===== src/rtl/lcd_pkg.sv =====
// Shared constants, control codes and FSM state types for the LCD text buffer.
package lcd_pkg;
  localparam int LINE_WIDTH = 16;
  localparam int LINES      = 4;
  localparam int MEM_DEPTH  = LINE_WIDTH * LINES;
  localparam int ADDR_W     = $clog2(MEM_DEPTH);

  localparam logic [7:0] CHAR_SPACE = 8'h20;
  localparam logic [7:0] CTRL_CR    = 8'h0D;
  localparam logic [7:0] CTRL_LF    = 8'h0A;
  localparam logic [7:0] CTRL_BS    = 8'h08;
  localparam logic [7:0] CTRL_FF    = 8'h0C;

  typedef enum logic {W_IDLE, W_CLEAR} w_state_t;
  typedef enum logic [1:0] {R_IDLE, R_ARM, R_PRINT} r_state_t;

  // Everything from space upward except DEL lands in the image.
  function automatic logic is_printable(input logic [7:0] b);
    return (b >= CHAR_SPACE) && (b != 8'h7F);
  endfunction
endpackage


===== src/rtl/lcd_text_ram.sv =====
// 64x8 simple dual-port character RAM: one write port, one registered read port.
module lcd_text_ram
  import lcd_pkg::*;
(
  input  logic              clk,
  input  logic              rst,
  input  logic              we,
  input  logic [ADDR_W-1:0] waddr,
  input  logic [7:0]        wdata,
  input  logic [ADDR_W-1:0] raddr,
  output logic [7:0]        rdata
);
  logic [7:0] mem [MEM_DEPTH];

  always_ff @(posedge clk) begin
    if (we) mem[waddr] <= wdata;
  end

  // Only the output register is reset; a same-address write returns old data.
  always_ff @(posedge clk) begin
    if (rst) rdata <= '0;
    else     rdata <= mem[raddr];
  end
endmodule


===== src/rtl/lcd_text_buffer.sv =====
// Host byte decoder, cursor, clear sequencer and refresh trigger for the HD44780 driver.
// Handshake: a host byte transfers on a rising clk where wr_valid & wr_ready are both 1.
module lcd_text_buffer
  import lcd_pkg::*;
#(
  parameter int TRG_TIMEOUT = 4
) (
  input  logic              clk,
  input  logic              rst,
  input  logic              wr_valid,
  input  logic [7:0]        wr_data,
  output logic              wr_ready,
  input  logic [ADDR_W-1:0] rd_addr,
  output logic [7:0]        rd_data,
  input  logic              lcd_busy,
  output logic              lcd_trg,
  output logic [ADDR_W-1:0] cursor,
  output logic              dirty,
  output w_state_t          w_state_dbg,
  output r_state_t          r_state_dbg
);
  localparam int CNT_W = $clog2(TRG_TIMEOUT + 1);
  localparam logic [ADDR_W-1:0] LINE_MASK = ~ADDR_W'(LINE_WIDTH - 1);

  w_state_t          w_state;
  r_state_t          r_state;
  logic [ADDR_W-1:0] clr_addr;
  logic [CNT_W-1:0]  arm_cnt;
  logic              accept, is_print, clear_done, trg_fire, arm_timeout, dirty_set;
  logic              mem_we;
  logic [ADDR_W-1:0] mem_waddr;
  logic [7:0]        mem_wdata;

  assign wr_ready    = (w_state == W_IDLE);
  assign accept      = wr_valid & wr_ready;
  assign is_print    = is_printable(wr_data);
  assign clear_done  = (w_state == W_CLEAR) && (clr_addr == ADDR_W'(MEM_DEPTH - 1));
  assign trg_fire    = (r_state == R_IDLE) && dirty && !lcd_busy && (w_state == W_IDLE);
  assign arm_timeout = (r_state == R_ARM) && !lcd_busy && (arm_cnt == CNT_W'(TRG_TIMEOUT - 1));
  assign dirty_set   = (accept & is_print) | clear_done | arm_timeout;
  assign w_state_dbg = w_state;
  assign r_state_dbg = r_state;

  always_comb begin
    mem_we    = 1'b0;
    mem_waddr = cursor;
    mem_wdata = wr_data;
    if (w_state == W_CLEAR) begin
      mem_we    = 1'b1;
      mem_waddr = clr_addr;
      mem_wdata = CHAR_SPACE;
    end else if (accept && is_print) begin
      mem_we = 1'b1;
    end
  end

  always_ff @(posedge clk) begin
    if (rst) begin
      w_state  <= W_CLEAR;
      clr_addr <= '0;
      cursor   <= '0;
    end else begin
      case (w_state)
        W_CLEAR: begin
          clr_addr <= clr_addr + 1'b1;
          if (clear_done) w_state <= W_IDLE;
        end
        W_IDLE: begin
          if (accept) begin
            if (is_print) begin
              cursor <= cursor + 1'b1;
            end else begin
              case (wr_data)
                CTRL_CR: cursor <= cursor & LINE_MASK;
                CTRL_LF: cursor <= (cursor & LINE_MASK) + ADDR_W'(LINE_WIDTH);
                CTRL_BS: cursor <= cursor - 1'b1;
                CTRL_FF: begin
                  cursor   <= '0;
                  clr_addr <= '0;
                  w_state  <= W_CLEAR;
                end
                default: ;
              endcase
            end
          end
        end
        default: w_state <= W_CLEAR;
      endcase
    end
  end

  // A new change in the same cycle as the trigger keeps dirty set.
  always_ff @(posedge clk) begin
    if (rst) begin
      r_state <= R_IDLE;
      lcd_trg <= 1'b0;
      arm_cnt <= '0;
      dirty   <= 1'b0;
    end else begin
      lcd_trg <= 1'b0;
      dirty   <= dirty_set | (dirty & ~trg_fire);
      case (r_state)
        R_IDLE: begin
          if (trg_fire) begin
            lcd_trg <= 1'b1;
            arm_cnt <= '0;
            r_state <= R_ARM;
          end
        end
        R_ARM: begin
          if (lcd_busy)         r_state <= R_PRINT;
          else if (arm_timeout) r_state <= R_IDLE;
          else                  arm_cnt <= arm_cnt + 1'b1;
        end
        R_PRINT: begin
          if (!lcd_busy) r_state <= R_IDLE;
        end
        default: r_state <= R_IDLE;
      endcase
    end
  end

  lcd_text_ram u_ram (
    .clk   (clk),
    .rst   (rst),
    .we    (mem_we),
    .waddr (mem_waddr),
    .wdata (mem_wdata),
    .raddr (rd_addr),
    .rdata (rd_data)
  );
endmodule


===== config.mk =====
export PLATFORM = sky130hd
export DESIGN_NAME = lcd_text_buffer
export DESIGN_NICKNAME = d
export VERILOG_FILES = /design/src/rtl/lcd_pkg.sv /design/src/rtl/lcd_text_ram.sv /design/src/rtl/lcd_text_buffer.sv
export SDC_FILE = /design/constraint.sdc
export NUM_CORES = 1
export LEC_CHECK = 0
export CORE_ASPECT_RATIO = 0.5
export CORE_MARGIN = 1
export CORE_UTILIZATION = 50
export CTS_BUF_LIST = sky130_fd_sc_hd__clkbuf_8
export DETAILED_ROUTE_END_ITERATION = 10
export PLACE_DENSITY = 0.66
export SYNTH_ARGS = -nofsm -noshare
export SYNTH_HDL_FRONTEND = slang
export SYNTH_SLANG_ARGS = --single-unit

===== constraint.sdc =====
create_clock -name clk -period 7.07 [get_ports clk]
set_input_delay 1.414 -clock clk [delete_from_list [all_inputs] [get_ports clk]]
set_output_delay 1.414 -clock clk [all_outputs]
set_load 0.03 [all_outputs]

==> results of run 1 <==
-- layer usage --
layer  vias to the layer above  part of all wire (%)
li1                       4703                     -
met1                      5716                    44
met2                       541                    45
met3                        87                   8.8
met4                         0                   2.4
met5                         -                     0
-- worst max-delay path by stage --
| stage | from | end | slack (ns) | depth (start not counted) |
|---|---|---|---|---|
| 2_1_floorplan | wr_data[1] | u_ram.mem[0][1] | 3.36 | 3 |
| 3_3_place_gp | wr_data[1] | u_ram.mem[32][5] | 2.52 | 6 |
| 3_5_place_dp | wr_data[1] | u_ram.mem[32][5] | 2.44 | 6 |
| 4_1_cts | wr_data[1] | u_ram.mem[32][5] | 3.10 | 6 |
| 5_1_grt | wr_data[1] | u_ram.mem[32][5] | 2.92 | 6 |
| 6_report | wr_data[1] | u_ram.mem[32][5] | 3.04 | 6 |
-- logic make-up (layout without fill, tap and decap cells) --
kind of cell / count (synthesis) / count (layout)
mux: 157 / 157
buf+inv: 61 / 200
simple gates: 203 / 203
xor+xnor: 1 / 1
other cells: 0 / 1
compound gates: 126 / 126
flops: 540 / 540
fa+ha+maj: 5 / 5
-- stage by stage --
step	cell area, µm²	power [mW]	util, %
CTS	23800	6.089	56.60
floorplan	21360	3.733	-
global route	23800	6.239	56.61
detailed placement	22390	3.837	53.25
finish	23800	6.059	56.61
global placement	22390	3.834	53.25
-- where the power goes --
part           switching, mW  internal, mW  leakage [nW]  total (mW)
Sequential           0.00751          3.47          4.93        3.48
Combinational          0.173         0.120          1.79       0.293
Clock                   1.15          1.14         0.780        2.29
-- layout by cell type, fill, tap and decap left out, drive strengths merged, types with 11 or more instances in the layout --
cell	Yosys	final
edfxtp	512	512
mux4	131	131
nor2	92	92
clkbuf	15	82
clkinv	1	37
nand2	33	33
clkdlybuf4s50	0	33
dfxtp	28	28
o21ai	28	28
mux2i	23	23
inv	7	22
buf	38	22
a21oi	18	18
o22ai	16	16
nor2b	16	16
nand3	14	14
nor3	12	12
nand2b	11	11
-- cell type report --
cell class,instances,area share (%)
flip-flops and latches,540,66.96
clock inverters,55,1.178
repair buffers,55,2.140
well taps,577,3.033
multi-input cells,492,21.81
inverters,8,0.1262
clock buffers,82,4.742
diodes,1,0.01051
-- worst reg2reg max path, stage by stage (launching register included) --
cell and delay [ns]:
dfxtp_1 0.29, buf_4 0.27, clkinv_1 0.25, nand2_1 0.13
a211oi_1 0.67, o21ai_2 0.49, nor2_1 0.71
-- sequential cells by signal, indices dropped and copies added (netlist names) --
signal       cells
r_state_dbg      2
u_ram.mem      512
clr_addr         6
dirty            1
u_ram.rdata      8
arm_cnt          3
cursor           6
w_state_dbg      1
lcd_trg          1
==> flow_metrics.env, run 1 <==
export IMPL_antenna_found_initial=1
export IMPL_vias_per_cell=6.103
export IMPL_maxCapViolCount=0
export IMPL_die_area_um2=43600
export IMPL_die_w_um=294.3
export IMPL_ys_flop_type="edfxtp_1"
export IMPL_period_minus_slack_ns=4.025
export IMPL_dr_pass1_iters=5
export IMPL_dp_cells=1672
export IMPL_yosysMostFrequentCell="edfxtp_1"
export IMPL_crit_type="in2reg"
export IMPL_cts_clk_slew_worst_paths_ns=0.06
export IMPL_critical_path_required_ns=7.31
export IMPL_synth_top_family_by_area="multiplexers"
export IMPL_grt_pass1_wl_um=72950
export IMPL_hp_class="reg2reg"
export IMPL_io_buffers=37
export IMPL_fin_skew_ns=0.02815
export IMPL_slew_headroom_pct=26.26
export IMPL_drc=0
export IMPL_yosys_area_share_xor_xnor_pct=0.04101
export IMPL_power_leakage_nw=7.500
export IMPL_ios=38
export IMPL_status="finished, final reports clean"
export IMPL_numCtsBuffers=76
export IMPL_finalHoldWorstSlack_ns=0.4922
export IMPL_drive_gt1_share_pct=22.24
export IMPL_power_density_nw_per_um2=254.6
export IMPL_grt_max_degree=84
export IMPL_fin_ws_ns=3.045
export IMPL_yosys_cell_types_count=61
export IMPL_synth_seq_cells=540
export IMPL_r2r_end="u_ram.mem[32][5]"
export IMPL_reg2regPathDepth=6
export IMPL_setup_tns_ns=0
export IMPL_cts_sinks=540
export IMPL_clock_latency_ns=0.63
export IMPL_hold_violations=0
export IMPL_grtUsageTotal_pct=23.44
export IMPL_netlist_area_leader_share_pct=71.98
export IMPL_cp_arrival_ns=4.27
export IMPL_finalNetCount=1196
export IMPL_period_share_pct=56.93
export IMPL_regArea_um2=15940
export IMPL_cts_tree="built"
export IMPL_met1_usage_pct=34.77
export IMPL_synth_edf_count=512
export IMPL_hold_depth=1
export IMPL_setup_viol_count_final=0
export IMPL_path_buf_inv=1
export IMPL_postCtsSetupRepairBufs=0
export IMPL_ys_top_cells_by_area="edfxtp_1, mux4_2, dfxtp_1"
export IMPL_synth_simple_area_share_pct=4.388
export IMPL_rows=53
export IMPL_slew_violations=0
export IMPL_fillerInstances=3107
export IMPL_initial_utilization_pct=50.80
export IMPL_multiInputGateArea_um2=5191
export IMPL_synth_warnings=0
export IMPL_ant_nets=0
export IMPL_synth_area_per_cell_um2=19.54
export IMPL_cts_max_path_buffers=3
export IMPL_yosysTopAreaCell="edfxtp_1"
export IMPL_slowest_delay_ns=0.70
export IMPL_syn_num_nets=1116
export IMPL_top_usage_layer="met1"
export IMPL_r2r_start="w_state_dbg"
export IMPL_crit_chain="clkdlybuf4s50_1 > nand4_1 > o22ai_1 > a211oi_1 > o21ai_2 > nor2_1"
export IMPL_cts_hold_buf=0
export IMPL_r2r_slack_ns=3.90
export IMPL_synth_compound_area_share_pct=4.206
export IMPL_syn_area_um2=21360
export IMPL_wl_um=49570
export IMPL_gp_congestion=0.9012
export IMPL_synthTopCellsByCount="edfxtp_1, mux4_2, nor2_1, nand2_1, dfxtp_1"
export IMPL_startpoint_type="primary input"
export IMPL_min_to="arm_cnt[0]"
export IMPL_ctsResizeCount=0
export IMPL_globalRouteMet2Util_pct=34.46
export IMPL_path_delay_family="compound AO/OA/AOI/OAI gates"
export IMPL_die_h_um=148.2
export IMPL_hp_start="arm_cnt[0]"
export IMPL_stdcell_count=1810
export IMPL_cts_root_buf="clkbuf_8"
export IMPL_synth_cells=1093
export IMPL_crit_path_max_fanout=10
export IMPL_vias=11050
export IMPL_critPathSlowestCell="nor2_1"
export IMPL_worst_pin_slew_ns=1.106
export IMPL_synth_mux_area_share_pct=15.05
export IMPL_rsz0062_at_grt="false"
export IMPL_grt_use_met3_pct=6.067
export IMPL_dp_hpwl_um=30070
export IMPL_drtIter0Drc=1042
export IMPL_wl_per_cell_um=27.39
export IMPL_preCtsSetupSlack_ns=2.439
export IMPL_ys_seq_area_share_pct=74.61
export IMPL_max_freq_mhz=248.4
export IMPL_htreeDepth=3
export IMPL_grt_pass1_vias=10940
export IMPL_worst_setup_path_end_kind="flop"
export IMPL_peakVddDrop_uv=112.8
export IMPL_synthAdderAreaFrac_pct=0.2929
export IMPL_grt_ovfl_total=0
export IMPL_async_flop_share_pct=0
export IMPL_area_growth_pct=11.42
export IMPL_core_area_um2=42040
Note: power is estimated with default switching activity, not from simulation.
==> inputs of run 2 (changes only) <==
- clock period: 7.07 -> 4.1 ns (I/O delays scaled with it)
==> flow_metrics.env, run 2 (same netlist as run 1, synthesis figures left out) <==
export IMPL_status="finished, final reports clean"
export IMPL_hold_violations=0
export IMPL_fillerInstances=3068
export IMPL_rows=53
export IMPL_power_density_nw_per_um2=428.2
export IMPL_clkPwrFrac_pct=37.8
export IMPL_r2r_start="w_state_dbg"
export IMPL_critical_path_required_ns=4.36
export IMPL_antenna_found_initial=1
export IMPL_mostFrequentLayoutCell="edfxtp_1"
export IMPL_intPower_mw=8.217
export IMPL_hp_class="reg2reg"
export IMPL_clock_latency_ns=0.63
export IMPL_postCtsSetupRepairBufs=0
export IMPL_seqPwrFrac_pct=57.2
export IMPL_crit_path_max_fanout=8
export IMPL_grt_pass1_wl_um=74170
export IMPL_io_buffers=37
export IMPL_core_area_um2=42040
export IMPL_dp_cells=1753
export IMPL_switchingPower_mw=2.254
export IMPL_regMostFlops="u_ram.mem"
export IMPL_max_freq_mhz=319.9
export IMPL_setup_tns_ns=0
export IMPL_rsz0062_at_grt="false"
export IMPL_stdcell_count=1892
export IMPL_ios=38
export IMPL_p_sw_share_pct=21.53
export IMPL_drive_gt1_share_pct=26.56
export IMPL_period_minus_slack_ns=3.126
export IMPL_wl_um=49720
export IMPL_slew_violations=0
export IMPL_p_comb_share_pct=5.0
export IMPL_cts_hold_buf=0
export IMPL_dr_pass1_iters=5
export IMPL_fin_skew_ns=0.02509
export IMPL_cts_clk_slew_worst_paths_ns=0.06
export IMPL_final_cell_mix="edfxtp_1, mux4_2, buf_4"
export IMPL_dp_hpwl_um=31790
export IMPL_die_h_um=148.2
export IMPL_slew_headroom_pct=35.20
export IMPL_cts_tree="built"
export IMPL_die_w_um=294.3
export IMPL_cts_max_path_buffers=3
export IMPL_area_growth_pct=14.50
export IMPL_ctsResizeCount=0
export IMPL_gp_congestion=0.8589
export IMPL_finalNetCount=1278
export IMPL_drtIter0Drc=1357
export IMPL_die_area_um2=43600
export IMPL_setup_viol_count_final=0
export IMPL_cp_arrival_ns=3.39
export IMPL_cts_root_buf="clkbuf_8"
export IMPL_grt_max_degree=65
export IMPL_hp_start="arm_cnt[0]"
export IMPL_regArea_um2=15940
export IMPL_top_regs="u_ram.mem: 512 flops, u_ram.rdata: 8 flops"
export IMPL_crit_type="in2reg"
export IMPL_setup_worst_path_start="wr_data[2]"
export IMPL_worst_setup_path_end_kind="flop"
export IMPL_wl_per_cell_um=26.28
export IMPL_initial_utilization_pct=50.80
export IMPL_vias=11480
export IMPL_numCtsBuffers=77
export IMPL_cts_sinks=540
export IMPL_period_share_pct=76.24
export IMPL_r2r_slack_ns=1.50
export IMPL_largest_reg_flops=512
export IMPL_maxCapViolCount=0
export IMPL_htreeDepth=3
export IMPL_worst_pin_slew_ns=0.9656
export IMPL_grt_ovfl_total=0
export IMPL_ant_nets=0
export IMPL_vias_per_cell=6.066
export IMPL_multiInputGateArea_um2=5174
export IMPL_startpoint_type="primary input"
export IMPL_peakVddDrop_uv=191.8
export IMPL_grt_pass1_vias=11530
export IMPL_grtUsageTotal_pct=23.55
export IMPL_drc=0
export IMPL_power_leakage_nw=7.977
==> run 2: power groups by stage <==
stage	sequential (mW)	combinational [mW]	clock, mW
2_1_floorplan	6.12	0.315	0
3_3_place_gp	6.11	0.516	0
3_5_place_dp	6.11	0.522	0
4_1_cts	5.99	0.524	4.04
5_1_grt	5.99	0.552	4.28
6_report	5.99	0.523	3.95
==> run 2: path summary, 6_finish.rpt <==
| kind | to | cells after the start |
|---|---|---|
| min reg2reg | arm_cnt[0] | 1 |
| max reg2reg | u_ram.mem[12][4] | 5 |
| max | u_ram.mem[12][4] | 6 |
| min | arm_cnt[0] | 1 |
==> run 2: metrics by stage <==
stage / setup WS, ns / utilization (%) / hold slack, ns / total power, mW / cell area [µm²]
2_1_floorplan: 0.9697 / - / 0.4543 / 6.438 / 21360
3_3_place_gp: 0.4660 / 54.77 / 0.4699 / 6.625 / 23030
5_1_grt: 0.8083 / 58.17 / 0.5277 / 10.83 / 24460
4_1_cts: 1.067 / 58.16 / 0.5049 / 10.55 / 24450
3_5_place_dp: 0.4001 / 54.77 / 0.4838 / 6.634 / 23030
6_report: 0.9742 / 58.17 / 0.5016 / 10.47 / 24460
==> run 2: cell type report <==
type | count | share of cell area, %
clock inverters | 54 | 1.100
diodes | 1 | 0.01023
inverters | 8 | 0.1228
well taps | 577 | 2.952
multi-input cells | 492 | 21.16
repair buffers | 136 | 4.773
flip-flops and latches | 540 | 65.16
clock buffers | 84 | 4.727
==> run 2: layer usage <==
layer / global-route usage, % / part of all wire (%) / vias up
met1: 34.67 / 43 / 5988
met5: 0 / 0 / -
li1: - / - / 4861
met2: 35.84 / 47 / 556
met3: 5.813 / 8.3 / 71
met4: 5.469 / 1.6 / 0
==> run 2: critical path, stage by stage <==
cell and delay, ns:
clkdlybuf4s50_1 0.58, nand4_1 0.20, o22ai_1 0.15, a211oi_1 0.51, o21ai_1 0.43, nor2_1 0.69
==> inputs of run 3 (changes only) <==
- clock period: 4.1 -> 3.05 ns (I/O delays scaled with it)
==> flow_metrics.env, run 3 (same netlist as run 1, synthesis figures left out) <==
export IMPL_grt_ovfl_total=0
export IMPL_clock_latency_ns=0.66
export IMPL_power_leakage_nw=8.116
export IMPL_grt_pass1_vias=11640
export IMPL_vias=11740
export IMPL_intPower_mw=10.82
export IMPL_finalNetCount=1307
export IMPL_drtIter0Drc=1537
export IMPL_rows=53
export IMPL_die_w_um=294.3
export IMPL_worst_pin_slew_ns=0.8751
export IMPL_final_area_um2=24730
export IMPL_fillerInstances=3078
export IMPL_p_comb_share_pct=5.3
export IMPL_min_to="arm_cnt[0]"
export IMPL_switchingPower_mw=3.164
export IMPL_wl_met1_um=21830
export IMPL_hold_violations=0
export IMPL_cts_tree="built"
export IMPL_r2r_start="w_state_dbg"
export IMPL_mostFrequentLayoutCell="edfxtp_1"
export IMPL_htreeDepth=3
export IMPL_wl_met3_um=5318
export IMPL_dr_pass1_iters=5
export IMPL_drc=0
export IMPL_crit_type="reg2out"
export IMPL_dr_wl_met2_um=23590
export IMPL_period_minus_slack_ns=2.770
export IMPL_ant_nets=0
export IMPL_critical_path_required_ns=2.44
export IMPL_vias_per_cell=6.096
export IMPL_largest_reg_flops=512
export IMPL_hold_depth=1
export IMPL_preCtsSetupSlack_ns=0.1764
export IMPL_gp_congestion=0.9307
export IMPL_grtUsageTotal_pct=24.56
export IMPL_cts_hold_buf=0
export IMPL_cp_arrival_ns=2.16
export IMPL_core_area_um2=42040
export IMPL_area_growth_pct=15.76
export IMPL_rsz0062_at_grt="false"
export IMPL_cts_root_buf="clkbuf_8"
export IMPL_die_h_um=148.2
export IMPL_r2r_end="u_ram.mem[62][4]"
export IMPL_top_regs="u_ram.mem: 512 flops, u_ram.rdata: 8 flops"
export IMPL_maxCapViolCount=0
export IMPL_die_area_um2=43600
export IMPL_r2r_slack_ns=0.80
export IMPL_power_density_nw_per_um2=565.7
export IMPL_reg2regPathDepth=5
export IMPL_max_freq_mhz=361.1
export IMPL_peakVddDrop_uv=279.2
export IMPL_place_area_um2=23360
export IMPL_hp_start="arm_cnt[0]"
export IMPL_startpoint_type="flop"
export IMPL_slew_violations=0
export IMPL_clkPwrFrac_pct=37.0
export IMPL_ios=38
export IMPL_routed_top_layer="met4"
export IMPL_wl_um=51820
export IMPL_crit_path_max_fanout=36
export IMPL_period_share_pct=90.81
export IMPL_status="finished, final reports clean"
export IMPL_slew_headroom_pct=41.66
export IMPL_ctsResizeCount=0
export IMPL_critPathSlowestCell="clkdlybuf4s50_1"
export IMPL_initial_utilization_pct=50.80
export IMPL_io_buffers=37
export IMPL_fin_skew_ns=0.04230
export IMPL_cts_clk_slew_worst_paths_ns=0.06
export IMPL_seqPwrFrac_pct=57.7
export IMPL_numCtsBuffers=75
export IMPL_hp_class="reg2reg"
export IMPL_fin_ws_ns=0.2803
export IMPL_grt_max_degree=65
export IMPL_wl_per_cell_um=26.92
export IMPL_final_cell_mix="edfxtp_1, mux4_2, buf_4"
export IMPL_cts_sinks=540
export IMPL_cts_max_path_buffers=3
export IMPL_crit_chain="buf_4 > clkdlybuf4s50_1"
export IMPL_p_sw_share_pct=22.62
export IMPL_regMostFlops="u_ram.mem"
export IMPL_slowest_delay_ns=0.77
export IMPL_setup_viol_count_final=0
export IMPL_drive_gt1_share_pct=28.29
export IMPL_antenna_found_initial=1
export IMPL_dp_hpwl_um=33100
export IMPL_postCtsSetupRepairBufs=0
export IMPL_grt_pass1_wl_um=76910
export IMPL_worst_setup_path_end_kind="output port"
[run 3: cell count changes in the layout (fill, tap and decap cells not counted), sizes merged]
cell,delta
buf,+31
bufinv,-1
clkinvlp,+3
inv,-2
clkbuf,-7
clkinv,+9
[run 3: routing by layer]
metal,global-route usage (%),vias up
li1,-,4912
met1,36.29,6091
met2,36.52,652
met3,6.142,80
met4,7.161,0
met5,0,-
[run 3: area by class of cell]
cell class	instances	area (µm²)	share of cell area (%)
Sequential cell	540	15940	64.45
Multi-Input combinational cell	492	5174	20.93
Timing Repair Buffer	167	1500	6.068
Clock buffer	77	1060	4.286
Tap cell	577	721.9	2.920
Clock inverter	63	301.5	1.220
Inverter	8	30.03	0.1215
Antenna cell	1	2.502	0.01012
[run 3: critical path: cells and delay by family, from the launching register on]
family	cells	cell delay (ns)
buffers and inverters	2	1.19
DFF	1	0.33
[run 3: worst max path at each step]
stage,start,endpoint
after global routing,w_state_dbg,w_state_dbg
after floorplan,w_state_dbg,u_ram.mem[0][2]
final,w_state_dbg,w_state_dbg
after detailed placement,wr_data[6],u_ram.mem[61][3]
after CTS,w_state_dbg,w_state_dbg
after global placement,rd_addr[0],u_ram.rdata[4]
[run 3: power by group through the flow]
stage	Combinational, mW	Clock (mW)	Sequential (mW)
floorplan	0.423	0	8.23
global placement	0.732	0	8.22
detailed placement	0.739	0	8.22
CTS	0.742	5.28	8.06
global route	0.783	5.59	8.06
finish	0.745	5.18	8.06
[run 3: through the flow]
step / power [mW] / TNS (ns) / std cells / util, % / hold slack, ns
6_report: 13.99 / 0 / 1925 / 58.81 / 0.4970
5_1_grt: 14.44 / 0 / 1925 / 58.81 / 0.5339
4_1_cts: 14.08 / 0 / 1924 / 58.80 / 0.5006
3_5_place_dp: 8.962 / 0 / 1784 / 55.57 / 0.4923
3_3_place_gp: 8.952 / 0 / 1784 / 55.57 / 0.4732
2_1_floorplan: 8.654 / -20.54 / 1093 / - / 0.4543
